## src/rtl/max_scan_ctrl_pkg.sv

```systemverilog
// -----------------------------------------------------------------------------
// max_scan_ctrl_pkg
//   Shared definitions for the max-scan frame controller.
//   - DATA_W_DEF / LEN_W_DEF : default operand and frame-length widths
//   - state_e                : controller state encoding (IDLE, ACCUM, DONE)
// -----------------------------------------------------------------------------
package max_scan_ctrl_pkg;

  localparam int DATA_W_DEF = 32;
  localparam int LEN_W_DEF  = 8;

  typedef enum logic [1:0] {
    IDLE  = 2'd0,
    ACCUM = 2'd1,
    DONE  = 2'd2
  } state_e;

endpackage : max_scan_ctrl_pkg

```

## src/rtl/max_scan_ctrl_max_cmp_u.sv

```systemverilog
// -----------------------------------------------------------------------------
// max_cmp_u
//   Combinational unsigned comparator / selector.
//   Ports:
//     a   in  W  candidate operand
//     b   in  W  current maximum
//     gt  out 1  a > b (unsigned, strict)
//     max out W  gt ? a : b  (ties select b, i.e. the earlier value)
// -----------------------------------------------------------------------------
import max_scan_ctrl_pkg::*;

module max_cmp_u #(
  parameter int W = DATA_W_DEF
) (
  input  logic [W-1:0] a,
  input  logic [W-1:0] b,
  output logic         gt,
  output logic [W-1:0] max
);

  assign gt  = (a > b);
  assign max = gt ? a : b;

endmodule : max_cmp_u

```

## src/rtl/max_scan_ctrl.sv

```systemverilog
// -----------------------------------------------------------------------------
// max_scan_ctrl
//   Scans a frame of len unsigned words and reports the maximum value and the
//   0-based index of its first occurrence.
//   Ports:
//     clk, rst_n           clock, asynchronous active-low reset
//     start, len           frame request and length (sampled in IDLE only)
//     busy                 high whenever not IDLE
//     len_err              one-cycle pulse after a start with len==0
//     in_valid/in_ready/in_data    input word stream (ready only in ACCUM)
//     out_valid/out_ready/out_max/out_idx  result (valid only in DONE)
// -----------------------------------------------------------------------------
import max_scan_ctrl_pkg::*;

module max_scan_ctrl #(
  parameter int DATA_W = DATA_W_DEF,
  parameter int LEN_W  = LEN_W_DEF
) (
  input  logic              clk,
  input  logic              rst_n,
  input  logic              start,
  input  logic [LEN_W-1:0]  len,
  output logic              busy,
  output logic              len_err,
  input  logic              in_valid,
  output logic              in_ready,
  input  logic [DATA_W-1:0] in_data,
  output logic              out_valid,
  input  logic              out_ready,
  output logic [DATA_W-1:0] out_max,
  output logic [LEN_W-1:0]  out_idx
);

  state_e              state_q, state_d;
  logic [LEN_W-1:0]    len_q, len_d;
  logic [LEN_W-1:0]    cnt_q, cnt_d;
  logic [DATA_W-1:0]   cur_max_q, cur_max_d;
  logic [LEN_W-1:0]    cur_idx_q, cur_idx_d;
  logic                len_err_q, len_err_d;

  logic                cmp_gt;
  logic [DATA_W-1:0]   cmp_max;
  logic [LEN_W-1:0]    cnt_inc;

  max_cmp_u #(.W(DATA_W)) u_cmp (
    .a   (in_data),
    .b   (cur_max_q),
    .gt  (cmp_gt),
    .max (cmp_max)
  );

  // len never exceeds 2^LEN_W-1, so the incremented count cannot wrap
  // before it matches len_q.
  assign cnt_inc = cnt_q + LEN_W'(1);

  always_comb begin
    state_d   = state_q;
    len_d     = len_q;
    cnt_d     = cnt_q;
    cur_max_d = cur_max_q;
    cur_idx_d = cur_idx_q;
    len_err_d = 1'b0;
    case (state_q)
      IDLE: begin
        if (start) begin
          if (len == '0) begin
            len_err_d = 1'b1;
          end else begin
            len_d     = len;
            cnt_d     = '0;
            cur_max_d = '0;
            cur_idx_d = '0;
            state_d   = ACCUM;
          end
        end
      end
      ACCUM: begin
        // in_ready is high throughout ACCUM, so in_valid alone is the handshake.
        if (in_valid) begin
          cnt_d = cnt_inc;
          if (cnt_q == '0) begin
            // First beat seeds the accumulator regardless of stale contents.
            cur_max_d = in_data;
            cur_idx_d = '0;
          end else if (cmp_gt) begin
            cur_max_d = cmp_max;
            cur_idx_d = cnt_q;
          end
          if (cnt_inc == len_q) begin
            state_d = DONE;
          end
        end
      end
      DONE: begin
        if (out_ready) begin
          state_d = IDLE;
        end
      end
      default: state_d = IDLE;
    endcase
  end

  always_ff @(posedge clk or negedge rst_n) begin
    if (!rst_n) begin
      state_q   <= IDLE;
      len_q     <= '0;
      cnt_q     <= '0;
      cur_max_q <= '0;
      cur_idx_q <= '0;
      len_err_q <= 1'b0;
    end else begin
      state_q   <= state_d;
      len_q     <= len_d;
      cnt_q     <= cnt_d;
      cur_max_q <= cur_max_d;
      cur_idx_q <= cur_idx_d;
      len_err_q <= len_err_d;
    end
  end

  assign busy      = (state_q != IDLE);
  assign in_ready  = (state_q == ACCUM);
  assign out_valid = (state_q == DONE);
  assign len_err   = len_err_q;
  // Result buses are forced to zero whenever no result is being offered.
  assign out_max   = out_valid ? cur_max_q : '0;
  assign out_idx   = out_valid ? cur_idx_q : '0;

endmodule : max_scan_ctrl

```

## config.mk

```make
export PLATFORM = sky130hd
export DESIGN_NAME = max_scan_ctrl
export DESIGN_NICKNAME = d
export VERILOG_FILES = /design/src/rtl/max_scan_ctrl_pkg.sv /design/src/rtl/max_scan_ctrl_max_cmp_u.sv /design/src/rtl/max_scan_ctrl.sv
export SDC_FILE = /design/constraint.sdc
export NUM_CORES = 1
export LEC_CHECK = 0
export CORE_MARGIN = 5
export CORE_UTILIZATION = 32
export CTS_CLUSTER_SIZE = 40
export DETAILED_ROUTE_END_ITERATION = 12
export GPL_TIMING_DRIVEN = 0
export SLEW_MARGIN = 20
export SYNTH_ARGS = -nofsm -noshare
export SYNTH_HDL_FRONTEND = slang
export SYNTH_SLANG_ARGS = --single-unit
```

## constraint.sdc

```tcl
create_clock -name clk -period 2.2 [get_ports clk]
set_clock_uncertainty 0.15 [all_clocks]
set_input_delay 0.33 -clock clk [delete_from_list [all_inputs] [get_ports clk]]
set_output_delay 0.33 -clock clk [all_outputs]
set_load 0.1 [all_outputs]
```

# After elaboration in Yosys (flattened, before gate mapping)
# Cells that the tools add are included.
word_totals:
  inputBits: 45
  elab_cells: 52
  register_bits: 59
op_classes:
  n_reduce_logical: 9
  n_addsub: 1
  muxes: 25
  n_bitwise: 1
  magnitude_cmp: 1
  n_eq_ne: 9
ops:
  columns: ["operator", "count"]
  rows:
  - ["32-bit 2-to-1 mux", 6]
  - ["32-bit case mux with 2 select lines", 1]
  - ["8-bit 2-to-1 mux", 7]
  - ["32-bit greater-than comparator", 1]
  - ["8-bit case mux with 2 select lines", 2]
  - ["8-bit logical NOT", 2]
  - ["2-bit 2-to-1 mux", 5]
  - ["5-bit AND reduction", 2]
  - ["8-bit by 1-bit adder with 8-bit output, second input constant", 1]
  - ["8-bit == test", 1]
  - ["2-bit != test, second input constant", 3]
  - ["2-bit case mux with 3 select lines", 1]
  - ["2-bit by 1-bit != test with 1-bit output, second input constant", 2]
  - ["4-bit AND reduction", 1]
  - ["2-bit nonzero test", 2]
  - ["1-bit 2-to-1 mux", 3]
  - ["3-bit by 1-bit != test with 1-bit output, second input constant", 1]
  - ["3-bit AND reduction", 1]
  - ["2-bit by 1-bit == test with 1-bit output, second input constant", 1]
  - ["2-bit == test, second input constant", 1]
  - ["2-bit logical NOT", 1]
  - ["1-bit NOT", 1]

# Logic depth before layout (Yosys ltp)
# Gate-level depths: netlist of run 1.
depth:
  depth_word: 5
  ltp_mapped: 9
  ltp_nobuf: 8

# Modules after synthesis
# From an unflattened synthesis of run 1, not the netlist that was laid out.
hier_totals:
  cells_unflattened: 499
  hier_area_um2: 4600.7
modules_own_cells:
  columns: ["mod", "area_each_um2", "seq_area_each_um2", "cells_each", "instances"]
  rows:
  - ["max_scan_ctrl", 3377.0, 1476.4, 349, 1]
  - ["max_cmp_u", 1223.7, 0.0, 150, 1]

# Least setup slack after synthesis of run 1
# OpenSTA, ideal clock, no wires.
synth_path:
  kind: "register -> output"
  startpoint: "register state_q[0]"
  endpoint: "output out_idx[0]"
  path_stages_with_launch: 4
  arrival_time_ns: 2.370
  path_buffers: 1
  setup_slack_ns: -0.650
  path_cell_list: "dfrtp_1 > nor2b_1 > clkbuf_1 > and2_1"
synth_between:
  elab_chain_len: 2
synth_lines:
  columns: ["element", "line", "text"]
  rows:
  - ["from (decl)", "max_scan_ctrl.sv:34", "state_e state_q, state_d;"]
  - ["from (signal assigned)", "max_scan_ctrl.sv:112", "state_q <= state_d;"]
  - ["2-bit == test", "max_scan_ctrl.sv:123", "assign out_valid = (state_q == DONE);"]
  - ["via out_valid", "max_scan_ctrl.sv:28", "output logic out_valid,"]
  - ["8-bit 2-to-1 mux", "max_scan_ctrl.sv:127", "assign out_idx = out_valid ? cur_idx_q : '0;"]
  - ["to (decl)", "max_scan_ctrl.sv:31", "output logic [LEN_W-1:0] out_idx"]
# The timed path passes the listed nets, and every way through them passes these cells.

# Final worst setup path of run 1
layout_path:
  startpoint: "register cnt_q[0]"
  endpoint: "register cur_idx_q[7]"
layout_between:
  elab_chain_len: 4
layout_lines:
  columns: ["element", "line", "text"]
  rows:
  - ["from (decl)", "max_scan_ctrl.sv:36", "logic [LEN_W-1:0] cnt_q, cnt_d;"]
  - ["from (signal assigned)", "max_scan_ctrl.sv:114", "cnt_q <= cnt_d;"]
  - ["8-bit logical NOT (*)", "max_scan_ctrl.sv:81", "if (cnt_q == '0) begin"]
  - ["8-bit 2-to-1 mux", "max_scan_ctrl.sv:81", null]
  - ["8-bit 2-to-1 mux", "max_scan_ctrl.sv:79", "if (in_valid) begin"]
  - ["8-bit case mux with 2 select lines", "max_scan_ctrl.sv:63", "case (state_q)"]
  - ["to (signal assigned)", "max_scan_ctrl.sv:116", "cur_idx_q <= cur_idx_d;"]
  - ["to (decl)", "max_scan_ctrl.sv:38", "logic [LEN_W-1:0] cur_idx_q, cur_idx_d;"]
# Every way passes the cells marked *; elsewhere a longest branch is shown, timed or not. The select of a mux whose other input is x is not followed.
# A chain may end at the register's enable or synchronous reset.

==> flow_metrics.py, run 1 <==
metrics = {
    "power": {
        "p_leak_uw": 0.00279,
        "power.density_nw_per_um2": 1300,
        "p_sw_frac": 0.373,
        "p_int_uw": 5030,
        "pwr-share-comb": 0.559,
        "vdd_drop_max_uv": 555,
        "p_seq_frac": 0.231,
        "switchingPower_uw": 3000,
        "clockPowerShare": 0.210,
    },
    "critical_path": {
        "cp-startpoint": "cnt_q[0]",
        "required_ns": 2.26,
        "rr_worst_depth": 10,
        "crit_path_end_kind": "flip-flop",
        "worstSetupStartpointType": "flip-flop",
        "r2r-start": "cnt_q[0]",
        "cp.arrival_ns": 2.60,
        "r2r-end": "cur_idx_q[7]",
        "critical_path_class": "flip-flop to flip-flop",
        "path_max_fanout": 5,
        "reg2reg_setup_slack_ns": -0.35,
    },
    "yosys": {
        "synth_cells": 393,
        "ys_ff_latch": 59,
        "synth_edf_count": 0,
        "synth_xor_area_frac": 0.0312,
        "synthArstFlopShare": 1.00,
        "avgSynthCellArea_um2": 9.28,
        "synthAdderAreaFrac": 0.117,
        "synth_compound_area_frac": 0.185,
        "ys.flop_type": "dfrtp_1",
        "synth-simple-area-share": 0.177,
        "syn-num-nets": 472,
        "synth_top_family_by_area": "compound AO/OA/AOI/OAI gates",
        "yosys_warnings": 0,
        "syn_area_um2": 3650,
        "netlist-cell-type-count": 45,
        "ys_seq_area_frac": 0.405,
        "muxShareOfSynthArea": 0.0216,
    },
    "run": {
        "cap_violations": 0,
    },
    "cts": {
        "cts-root-buf": "clkbuf_16",
        "cts.htree.levels": 3,
        "cts_tree": "built",
        "clk_path_buf_depth": 2,
        "cts_inserted_buffers": 9,
        "worstSkewPairLatency_ns": 0.33,
        "path_clk_slew_ns": 0.05,
        "cts_sinks": 59,
    },
    "detailed_routing": {
        "num_vias": 3529,
        "wl_per_cell_um": 17.0,
        "ant_nets": 0,
        "drtPass1Iterations": 5,
        "drt-total-wl_um": 11800,
        "drc": 0,
        "vias_per_cell": 5.10,
        "drtIter0Drc": 128,
    },
    "grt": {
        "grt_use_total": 0.168,
        "grt_pass1_vias": 3588,
        "grt_max_degree": 37,
        "antenna_found_initial": 0,
        "overflow": 0,
        "grt_pass1_wl_um": 17900,
    },
    "timing": {
        "period_share": 1.16,
        "finalHoldWorstSlack_ns": 0.177,
        "hold_viol": 0,
        "layout_setup_ws_ns": -0.348,
        "finalWorstPathRequiredPeriod_ns": 2.55,
        "worst_slew_pin_slew_ns": 0.962,
        "slew_viol_final": 0,
        "slew_headroom": 0.361,
        "setup_violations": 40,
        "fmax_ghz": 0.393,
        "rsz0062_at_grt": "true",
    },
    "final_layout": {
        "drive_gt1_frac": 0.439,
        "area_growth_pct": 69.6,
        "stdcell_area_um2": 6180,
        "layout_common_cells": "buf_4, dfrtp_1, nand2_1",
        "diodes": 0,
        "final_nets": 623,
        "stdcell_count": 692,
        "layout_commonest_cell": "buf_4",
    },
    "status": {
        "violations": "setup timing",
        "status": "finished, violations left",
    },
    "place": {
        "numPortBuffers": 88,
        "dp_hpwl_um": 7950,
        "placed_cells": 625,
        "gp_congestion": 0.806,
        "preCtsSetupSlack_ns": -0.874,
        "dpl_cell_area_um2": 5010,
    },
    "floorplanning": {
        "die_w_um": 117,
        "core_um2": 11300,
        "die_h_um": 117,
        "io_pins": 89,
        "num_rows": 39,
        "start_util": 0.323,
        "dieArea_um2": 13600,
    },
    "worst_hold_path": {
        "hp-start": "in_data[17]",
        "min_path_cells": 3,
        "worst_hold_path_type": "input port to flip-flop",
        "holdPathEnd": "cur_max_q[17]",
    },
}
[per-stage QoR]
step / total power [uW] / utilization / setup TNS, ns
floorplan: 4090 / - / -14.40
global placement: 4740 / 0.443 / -139.53
detailed placement: 4810 / 0.444 / -60.30
CTS: 7120 / 0.499 / -13.94
global route: 8480 / 0.549 / -14.68
finish: 8030 / 0.549 / -11.98
[sequential cells by signal, indices dropped and copies added (netlist names)]
register / flops
len_q: 8
state_q: 2
len_err: 1
cur_idx_q: 8
cur_max_q: 32
cnt_q: 8
[routing by layer]
| layer | GRT usage | share of wire | up-vias |
|---|---|---|---|
| li1 | - | - | 1684 |
| met1 | 0.220 | 0.44 | 1728 |
| met2 | 0.281 | 0.49 | 98 |
| met3 | 0.0316 | 0.056 | 19 |
| met4 | 0.0512 | 0.016 | 0 |
| met5 | 0 | 0 | - |
[area by class of cell]
type | count | area (um^2)
Inverter | 38 | 146
Clock inverter | 4 | 95.1
Clock buffer | 12 | 267
Fill cell | 969 | 5090
Timing Repair Buffer | 142 | 1310
Tap cell | 143 | 179
Multi-Input combinational cell | 279 | 2570
Buffer | 15 | 135
Sequential cell | 59 | 1480
[how the worst max path moves through the flow]
stage / end
2_1_floorplan: out_max[10]
3_3_place_gp: len_q[0]
3_5_place_dp: cur_max_q[15]
4_1_cts: cur_max_q[2]
5_1_grt: cur_idx_q[4]
6_report: cur_idx_q[7]
[power by group through the flow]
stage | clock (uW) | combinational, uW | sequential (uW)
global placement | 0 | 2880 | 1870
global route | 1740 | 4830 | 1910
floorplan | 0 | 2300 | 1790
detailed placement | 0 | 2940 | 1870
finish | 1680 | 4490 | 1860
CTS | 1700 | 3560 | 1860
[synth_stat cells (6+ instances only)]
cell	count	area, um^2
dfrtp_1	59	1480
nand2_1	48	180
nor2_1	39	146
inv_1	38	143
ha_1	34	425
o2bb2ai_1	32	280
a21oi_1	16	80.1
o21ai_0	13	65.1
and2_1	12	75.1
clkbuf_1	9	33.8
nand4_1	9	56.3
xnor2_1	9	78.8
a22o_1	8	70.1
mux2_2	7	78.8
and3_1	6	37.5
nand3_1	6	30.0
[worst max-delay path, cell delays in order, from the launching register on]
cell and delay [ns]:
dfrtp_2 0.44, inv_2 0.09, ha_4 0.13, or4b_4 0.47
nor4_4 0.26, nor2_2 0.10, a21oi_2 0.21, o21ai_4 0.10
buf_12 0.15, buf_8 0.13, a22o_1 0.20
[cell families after synthesis]
family / Yosys count
DFF: 59
buffers and inverters: 55
xor gates and xnor gates: 13
muxes: 7
AOI/OAI and AO/OA: 90
and+or+nand+nor: 135
adders and majority gates: 34
[repair_timing]
action	4_1_cts	5_1_grt
cloned	2	2
pin swaps	13	37
hold endpoints to repair	23	0
hold buffers	1	0
setup endpoints to repair	95	80
buffers inserted	20	29
gates resized for setup	312	71
(Power assumes the default switching activity.)
==> run 2: changes to the inputs <==
CAP_MARGIN = 40   (was not set)
CELL_PAD_IN_SITES_DETAIL_PLACEMENT = 1   (was not set)
CELL_PAD_IN_SITES_GLOBAL_PLACEMENT = 1   (was not set)
CORE_MARGIN = 4   (was 5)
PLACE_DENSITY_LB_ADDON = 0.1   (was not set)
==> run 2 against run 1 <==
The run still ends with setup timing left; final area is 8.9% higher; routed wire length up 20%; power barely moved; worst hold slack worse by 0.015 ns; critical path type unchanged.
==> flow_metrics.py, run 2 (synthesis gave the netlist of run 1 again) <==
metrics = {
    "timing": {
        "rsz0062_at_grt": "true",
        "hold_viol": 0,
        "finalWorstPathRequiredPeriod_ns": 2.83,
        "slew_viol_final": 0,
        "layout_setup_ws_ns": -0.630,
        "slew_headroom": 0.643,
        "setup_violations": 42,
        "fmax_ghz": 0.353,
        "worst_slew_pin_slew_ns": 0.533,
        "period_share": 1.29,
        "finalHoldWorstSlack_ns": 0.163,
    },
    "status": {
        "violations": "setup timing",
        "status": "finished, violations left",
    },
    "final_layout": {
        "layout_common_cells": "dfrtp_1, buf_4, nand2_1",
        "fin_util": 0.613,
        "layout_commonest_cell": "dfrtp_1",
        "drive_gt1_frac": 0.439,
        "largest_register_ffs": 32,
        "final_nets": 634,
        "largest_register": "cur_max_q",
        "diodes": 0,
        "area_growth_pct": 84.7,
    },
    "floorplanning": {
        "die_w_um": 115,
        "start_util": 0.332,
        "die_h_um": 115,
        "num_rows": 38,
        "dieArea_um2": 13200,
        "core_um2": 11000,
        "io_pins": 89,
    },
    "critical_path": {
        "worstSetupStartpointType": "flip-flop",
        "required_ns": 2.26,
        "critical_path_class": "flip-flop to flip-flop",
        "crit_path_end_kind": "flip-flop",
        "rr_worst_depth": 11,
        "path_max_fanout": 6,
        "cp.arrival_ns": 2.89,
    },
    "detailed_routing": {
        "vias_per_cell": 5.14,
        "drtPass1Iterations": 4,
        "ant_nets": 0,
        "drc": 0,
        "num_vias": 3601,
        "drt-total-wl_um": 14200,
        "drtIter0Drc": 139,
        "wl_per_cell_um": 20.3,
    },
    "power": {
        "p_int_uw": 4830,
        "p_seq_frac": 0.234,
        "pwr-share-comb": 0.595,
        "finalPower_uw": 8020,
        "p_leak_uw": 0.00294,
        "power.density_nw_per_um2": 1190,
        "p_sw_frac": 0.398,
        "vdd_drop_max_uv": 486,
        "switchingPower_uw": 3190,
        "clockPowerShare": 0.171,
    },
    "cts": {
        "cts_inserted_buffers": 9,
        "cts_tree": "built",
        "clk_path_buf_depth": 2,
        "worstSkewPairLatency_ns": 0.33,
        "cts-root-buf": "clkbuf_16",
        "cts.htree.levels": 3,
        "cts_sinks": 59,
        "path_clk_slew_ns": 0.05,
    },
    "worst_hold_path": {
        "min_path_cells": 3,
        "worst_hold_path_type": "input port to flip-flop",
    },
    "grt": {
        "overflow": 0,
        "antenna_found_initial": 0,
        "grt_max_degree": 35,
        "grt_pass1_vias": 3892,
        "grt_use_total": 0.192,
        "grt_pass1_wl_um": 20000,
    },
    "place": {
        "dp_hpwl_um": 9020,
        "numPortBuffers": 88,
        "gp_congestion": 0.795,
    },
    "run": {
        "cap_violations": 0,
    },
}
==> run 2: changes by cell type in the layout (fill, tap and decap cells not counted), moves of 2 or more <==
cell,previous run,this run
buf_12,6,45
buf_4,74,52
buf_6,12,7
clkbuf_8,3,7
buf_2,4,1
bufinv_16,3,0
buf_16,0,2
clkbuf_4,3,1
dfrtp_1,57,59
dfrtp_2,2,0
ha_2,2,0
ha_4,17,19
==> run 2: cell type report <==
type	instances	area, um^2
well taps	140	175
plain buffers	17	184
flip-flops and latches	59	1480
clock inverters	1	5.00
repair buffers	151	1890
inverters	38	146
clock buffers	15	288
fillers	1120	4250
multi-input cells	279	2570
==> run 2: power groups by stage <==
stage / combinational, uW / clock (uW) / sequential (uW)
detailed placement: 3080 / 0 / 1880
floorplan: 2300 / 0 / 1790
CTS: 3790 / 1400 / 1870
global placement: 2940 / 0 / 1870
global route: 5140 / 1450 / 1930
finish: 4780 / 1370 / 1880
==> run 2: critical path, stage by stage (launching register included) <==
cell	delay (ns)
dfrtp_1	0.36
inv_2	0.06
ha_4	0.27
nand4_1	0.21
buf_4	0.22
nor3_4	0.23
a21boi_2	0.25
o31a_1	0.27
buf_4	0.16
o21ai_4	0.12
buf_6	0.18
a22o_1	0.23
==> run 2: metal layers <==
metal  wire [um]  GRT usage
met1        5930      0.245
met2        7500      0.340
met3         574     0.0258
met4         184     0.0571
met5           0          0
==> run 2: path summary, 6_finish.rpt <==
path	end	start	slack, ns
hold reg to reg	cur_max_q[21]	cur_max_q[21]	0.35
setup reg to reg	cur_idx_q[2]	cur_max_q[11]	-0.63
max in group asynchronous	len_q[5]	rst_n	1.05
min in group asynchronous	cur_max_q[26]	rst_n	0.32
hold / removal	cur_max_q[18]	in_data[18]	0.16
setup / recovery	cur_idx_q[2]	cur_max_q[11]	-0.63
==> run 2: repair_timing <==
action,4_1_cts,5_1_grt
setup buffers,22,32
hold buffers,1,0
gates resized for setup,105,54
hold endpoints to repair,25,0
pin swaps,19,24
setup endpoints to repair,92,54
gates cloned,2,3
==> run 2: metrics by stage <==
stage | instances | setup TNS (ns) | setup WS (ns) | area (um^2)
floorplan | 393 | -14.40 | -0.344 | 3930
global placement | 621 | -146.31 | -1.46 | 4980
detailed placement | 666 | -47.16 | -0.949 | 5680
CTS | 666 | -15.84 | -0.426 | 6180
global route | 700 | -25.92 | -0.701 | 6730
finish | 700 | -22.27 | -0.630 | 6730
